## src/rtl/m68k_bus_pkg.sv

```systemverilog
// Shared 68k bus-termination types: FSM states, chip-select indices and the
// default wait-state/timeout settings for the CPLD glue logic.
package m68k_bus_pkg;

    typedef enum logic [1:0] {
        IDLE = 2'd0,
        WAIT = 2'd1,
        ACK  = 2'd2,
        ERR  = 2'd3
    } bus_state_t;

    localparam logic [2:0] CS_BOOT = 3'd0;
    localparam logic [2:0] CS_RAM  = 3'd1;
    localparam logic [2:0] CS_IO   = 3'd2;
    localparam logic [2:0] CS_EXT  = 3'd3;
    localparam logic [2:0] CS_NONE = 3'd4;

    localparam int WS_BOOT_DEF = 0;
    localparam int WS_RAM_DEF  = 1;
    localparam int WS_IO_DEF   = 3;
    localparam int TIMEOUT_DEF = 64;
    localparam int CW_DEF      = 8;

    // Lowest set bit wins so overlapping decodes resolve deterministically.
    function automatic logic [2:0] cs_to_sel(input logic [3:0] cs);
        if (cs[0]) return CS_BOOT;
        if (cs[1]) return CS_RAM;
        if (cs[2]) return CS_IO;
        if (cs[3]) return CS_EXT;
        return CS_NONE;
    endfunction

endpackage

```

## src/rtl/m68k_sync2.sv

```systemverilog
// Two-flop synchronizer for a single asynchronous level, with a selectable
// reset value so idle-high strobes come out of reset inactive.
module m68k_sync2 #(
    parameter logic RST_VAL = 1'b1
) (
    input  logic clk,
    input  logic reset,
    input  logic d,
    output logic q
);

    logic s_p0;
    logic s_p1;

    always_ff @(posedge clk) begin
        if (reset) begin
            s_p0 <= RST_VAL;
            s_p1 <= RST_VAL;
        end else begin
            s_p0 <= d;
            s_p1 <= s_p0;
        end
    end

    assign q = s_p1;

endmodule

```

## src/rtl/m68k_dtack_gen.sv

```systemverilog
// 68k bus-cycle termination: inserts per-select wait states before DTACK,
// forwards an external device's ready, and raises BERR on a watchdog timeout.
module m68k_dtack_gen
    import m68k_bus_pkg::*;
#(
    parameter int WS0     = WS_BOOT_DEF,
    parameter int WS1     = WS_RAM_DEF,
    parameter int WS2     = WS_IO_DEF,
    parameter int TIMEOUT = TIMEOUT_DEF,
    parameter int CW      = CW_DEF
) (
    input  logic       clk16,
    input  logic       reset,
    input  logic       as_n,
    input  logic [3:0] cs,
    input  logic       dtack_trig,
    output logic       dtack_n,
    output logic       berr_n,
    output logic       timeout_evt
);

    localparam logic [CW-1:0] WS0_C   = CW'(WS0);
    localparam logic [CW-1:0] WS1_C   = CW'(WS1);
    localparam logic [CW-1:0] WS2_C   = CW'(WS2);
    localparam logic [CW-1:0] TO_LAST = CW'(TIMEOUT - 1);

    logic          as_s;
    bus_state_t    state, state_nx;
    logic [2:0]    sel, sel_nx;
    logic [CW-1:0] cnt, cnt_nx;
    logic          trig_q;
    logic          ws_hit;

    m68k_sync2 #(.RST_VAL(1'b1)) u_as_sync (
        .clk   (clk16),
        .reset (reset),
        .d     (as_n),
        .q     (as_s)
    );

    always_comb begin
        ws_hit = 1'b0;
        case (sel)
            CS_BOOT: ws_hit = (cnt == WS0_C);
            CS_RAM:  ws_hit = (cnt == WS1_C);
            CS_IO:   ws_hit = (cnt == WS2_C);
            default: ws_hit = 1'b0;
        endcase
    end

    // Abort beats termination, and termination beats the watchdog.
    always_comb begin
        state_nx = state;
        sel_nx   = sel;
        cnt_nx   = cnt;
        case (state)
            IDLE: begin
                if (!as_s) begin
                    state_nx = WAIT;
                    cnt_nx   = '0;
                    sel_nx   = cs_to_sel(cs);
                end
            end
            WAIT: begin
                cnt_nx = (cnt == '1) ? cnt : cnt + 1'b1;
                if (as_s)
                    state_nx = IDLE;
                else if (ws_hit || (sel == CS_EXT && trig_q))
                    state_nx = ACK;
                else if (cnt == TO_LAST)
                    state_nx = ERR;
            end
            ACK, ERR: begin
                if (as_s)
                    state_nx = IDLE;
            end
            default: state_nx = IDLE;
        endcase
    end

    // Outputs are registered from the next state so they switch on the
    // same edge as the FSM transition.
    always_ff @(posedge clk16) begin
        if (reset) begin
            state       <= IDLE;
            sel         <= CS_NONE;
            cnt         <= '0;
            trig_q      <= 1'b0;
            dtack_n     <= 1'b1;
            berr_n      <= 1'b1;
            timeout_evt <= 1'b0;
        end else begin
            state       <= state_nx;
            sel         <= sel_nx;
            cnt         <= cnt_nx;
            trig_q      <= dtack_trig;
            dtack_n     <= (state_nx != ACK);
            berr_n      <= (state_nx != ERR);
            timeout_evt <= (state_nx == ERR) && (state != ERR);
        end
    end

endmodule

```

## config.mk

```make
export PLATFORM = sky130hd
export DESIGN_NAME = m68k_dtack_gen
export DESIGN_NICKNAME = d
export VERILOG_FILES = /design/src/rtl/m68k_bus_pkg.sv /design/src/rtl/m68k_sync2.sv /design/src/rtl/m68k_dtack_gen.sv
export SDC_FILE = /design/constraint.sdc
export NUM_CORES = 1
export LEC_CHECK = 0
export CORE_MARGIN = 1
export CORE_UTILIZATION = 40
export DETAILED_ROUTE_END_ITERATION = 16
export SYNTH_ARGS = -nofsm -noshare
export SYNTH_HDL_FRONTEND = slang
export SYNTH_SLANG_ARGS = --single-unit
```

## constraint.sdc

```tcl
create_clock -name clk16 -period 2.7 [get_ports clk16]
set_input_delay 0.54 -clock clk16 [delete_from_list [all_inputs] [get_ports clk16]]
set_output_delay 0.54 -clock clk16 [all_outputs]
set_load 0.05 [all_outputs]
```

==> out/results.tsv <==
stage	metric	value	unit
clock_network	cts_buffer_depth	2	
timing	slew_viol_final	0	
global_routing	antenna_found_initial	0	
setup_path	cp.arrival	2.27	ns
synth	synth.top_cell.area_share	41.4	%
synth	ys_warn_count	0	
drt	via_count	810	
synth	async_flop_share	0	%
timing	setup_violations	0	
power_and_ir_drop	fin_total_pwr	0.472	mW
drt	wl_per_cell	12.8	um
timing	period_needed	2.03	ns
clock_network	cts_buffers	3	
clock_network	htree_num_levels	1	
clock_network	cts_tree	built	
global_routing	grt_pass1_wl	3250	um
global_routing	grt_overflow	0	
timing	worst_slew_pin_slew	0.489	ns
drt	via_per_inst	5.70	
floorplan	dieArea	0.00249	mm^2
timing	relSlewSlack	67.3	%
drt	firstDrtPassIters	4	
power_and_ir_drop	ir_worst_vdd	0.000305	V
clock_network	post_cts_buffers	0	
setup_path	start_kind	flop	
clock_network	numClockSinks	19	
synth	synthDistinctLibCells	37	
setup_path	crit_fanout	13	
layout	drive_gt1_share	8.70	%
drt	drt_wl_total	1810	um
floorplan	die_y	49.9	um
timing	rsz0062_at_grt	no	
setup_path	crit_type	reg -> reg	
clock_network	cts_resized	0	
floorplan	row_count	16	
global_routing	grt_pass1_vias	727	
timing	period_share	75.2	%
synth	synth.largest_area_cell	dfxtp_1	
floorplan	io_pins	11	
clock_network	root_buffer	clkbuf_4	
timing	hold_violations	0	
layout	finish.net_count	126	
synth	syn-instance-count	104	
setup_path	cp.required	2.94	ns
drt	drtIter0Drc	18	
floorplan	die_width	49.9	um
clock_network	clk_latency	0.30	ns
synth	synth_area_per_cell	8.83	um^2
synth	seq_area_frac_synth	41.4	%
synth	ys_ff_latch	19	
power_and_ir_drop	powerDensity	447	mW/mm^2
synth	synth_edf_count	0	
place	dp_hpwl	1250	um
timing	setup_tns	0	ns
drt	drc_errors	0	
clock_network	clk_pin_slew	0.11	ns
flow_run	cap_violations	0	
synth	synth_area_leaders	dfxtp_1 (41%), a21oi_1 (6.0%), or3_1 (3.4%)	
layout	diodes	0	
global_routing	grt_max_degree	14	
floorplan	core_area	0.00206	mm^2
place	place_congestion	0.784	
place	io_buffers	10	
clock_network	cts_hold_buf	0	
hold_path	hold_class	reg -> reg	
setup_path	end_kind	flop	
power_and_ir_drop	leakagePower	0.374	nW
timing	max_freq	493	MHz
global_routing	track_usage	17.5	%
floorplan	start_util	44.5	%
synth	synth-main-ff-cell	dfxtp_1	
timing	skew	0.00653	ns
layout	area_delta_synth_final	15.0	%
synth	synthesis.nets	114	
drt	antenna_left	0	
status	outcome	complete, no violations	
synth	synth_area	918	um^2
==> cell families after synthesis <==
logic type,synth area share (%)
AO/OA/AOI/OAI,18.1
adder cells (fa/ha/maj),2.72
buffers and inverters,5.31
flip-flops,41.4
multiplexers,1.09
AND/OR/NAND/NOR,31.3
==> state kept, by name, indices dropped and copies added (netlist names) <==
signal and count:
trig_q 1, berr_n 1, sel 3, dtack_n 1
state 2, cnt 8, u_as_sync.q 1, timeout_evt 1
u_as_sync.s_p0 1
==> power by group <==
part | leakage (nW) | switching [mW] | internal (mW)
Combinational | 0.205 | 0.0181 | 0.0198
Clock | 0.0150 | 0.0886 | 0.0577
Sequential | 0.154 | 0.00362 | 0.285
==> critical path, cell delays in order (launching register included) <==
cell and delay [ns]:
dfxtp_1 0.37, ha_1 0.28, and4_2 0.26, a221o_2 0.46, or3_2 0.47, a21oi_1 0.14
==> routing by layer <==
layer / wire length, um / GRT usage, % / vias up
met1: 876 / 22.8 / 373
met2: 810 / 25.9 / 22
met5: 0 / 0 / -
met3: 101 / 6.79 / 5
li1: - / - / 410
met4: 24 / 6.19 / 0
==> layout by cell type, fill, tap and decap left out, drive strengths merged, types with 2 or more instances in the layout <==
master         instances
clkdlybuf4s50         10
or4                    2
ha                     2
nor2                   6
and2                   2
nand2b                 2
nand3                  3
and4b                  2
nand2                  6
nor3                   2
nand4                  2
o211ai                 2
a21oi                 11
or3                    6
nor4                   2
and4                   3
inv                    5
nor2b                  3
o21ai                  5
clkbuf                 4
or2                    2
dfxtp                 19
==> metrics by stage <==
step / setup WS [ns] / util, % / hold slack [ns] / area [um^2] / instances
finish: 0.670 / 51.2 / 0.435 / 1060 / 142
detailed placement: 0.679 / 49.9 / 0.410 / 1030 / 138
global route: 0.601 / 51.2 / 0.465 / 1060 / 142
global placement: 0.705 / 49.9 / 0.395 / 1030 / 138
floorplan: 0.887 / - / 0.389 / 918 / 104
CTS: 0.673 / 51.2 / 0.441 / 1060 / 142
==> worst paths after layout <==
path	start	endpoint	cells past startpoint	slack [ns]
worst max-delay path	cnt[1]$_SDFFE_PP0P_	cnt[3]$_SDFFE_PP0P_	5	0.67
worst min-delay path	u_as_sync.s_p0$_SDFF_PP1_	u_as_sync.q$_SDFF_PP1_	1	0.43
worst max register to register	cnt[1]$_SDFFE_PP0P_	cnt[3]$_SDFFE_PP0P_	5	0.67
worst min register to register	u_as_sync.s_p0$_SDFF_PP1_	u_as_sync.q$_SDFF_PP1_	1	0.43
==> cell usage after synthesis (2+ instances only) <==
| library cell | n |
|---|---|
| a21oi_1 | 11 |
| and2_1 | 2 |
| and4_2 | 2 |
| and4b_1 | 2 |
| buf_6 | 2 |
| clkbuf_1 | 2 |
| dfxtp_1 | 19 |
| ha_1 | 2 |
| inv_1 | 5 |
| nand2_1 | 6 |
| nand2b_1 | 2 |
| nand3_1 | 3 |
| nand4_1 | 2 |
| nor2_1 | 6 |
| nor2b_1 | 3 |
| nor3_1 | 2 |
| nor4_1 | 2 |
| o211ai_1 | 2 |
| o21ai_0 | 5 |
| or2_2 | 2 |
| or3_1 | 5 |
| or4_1 | 2 |
==> layout make-up <==
| cell class | instances | area (um^2) |
|---|---|---|
| well taps | 27 | 33.8 |
| fillers | 192 | 1010 |
| inverters | 5 | 18.8 |
| multi-input cells | 76 | 489 |
| flip-flops and latches | 19 | 380 |
| clock buffers | 4 | 26.3 |
| repair buffers | 11 | 108 |
(Power assumes the default switching activity.)
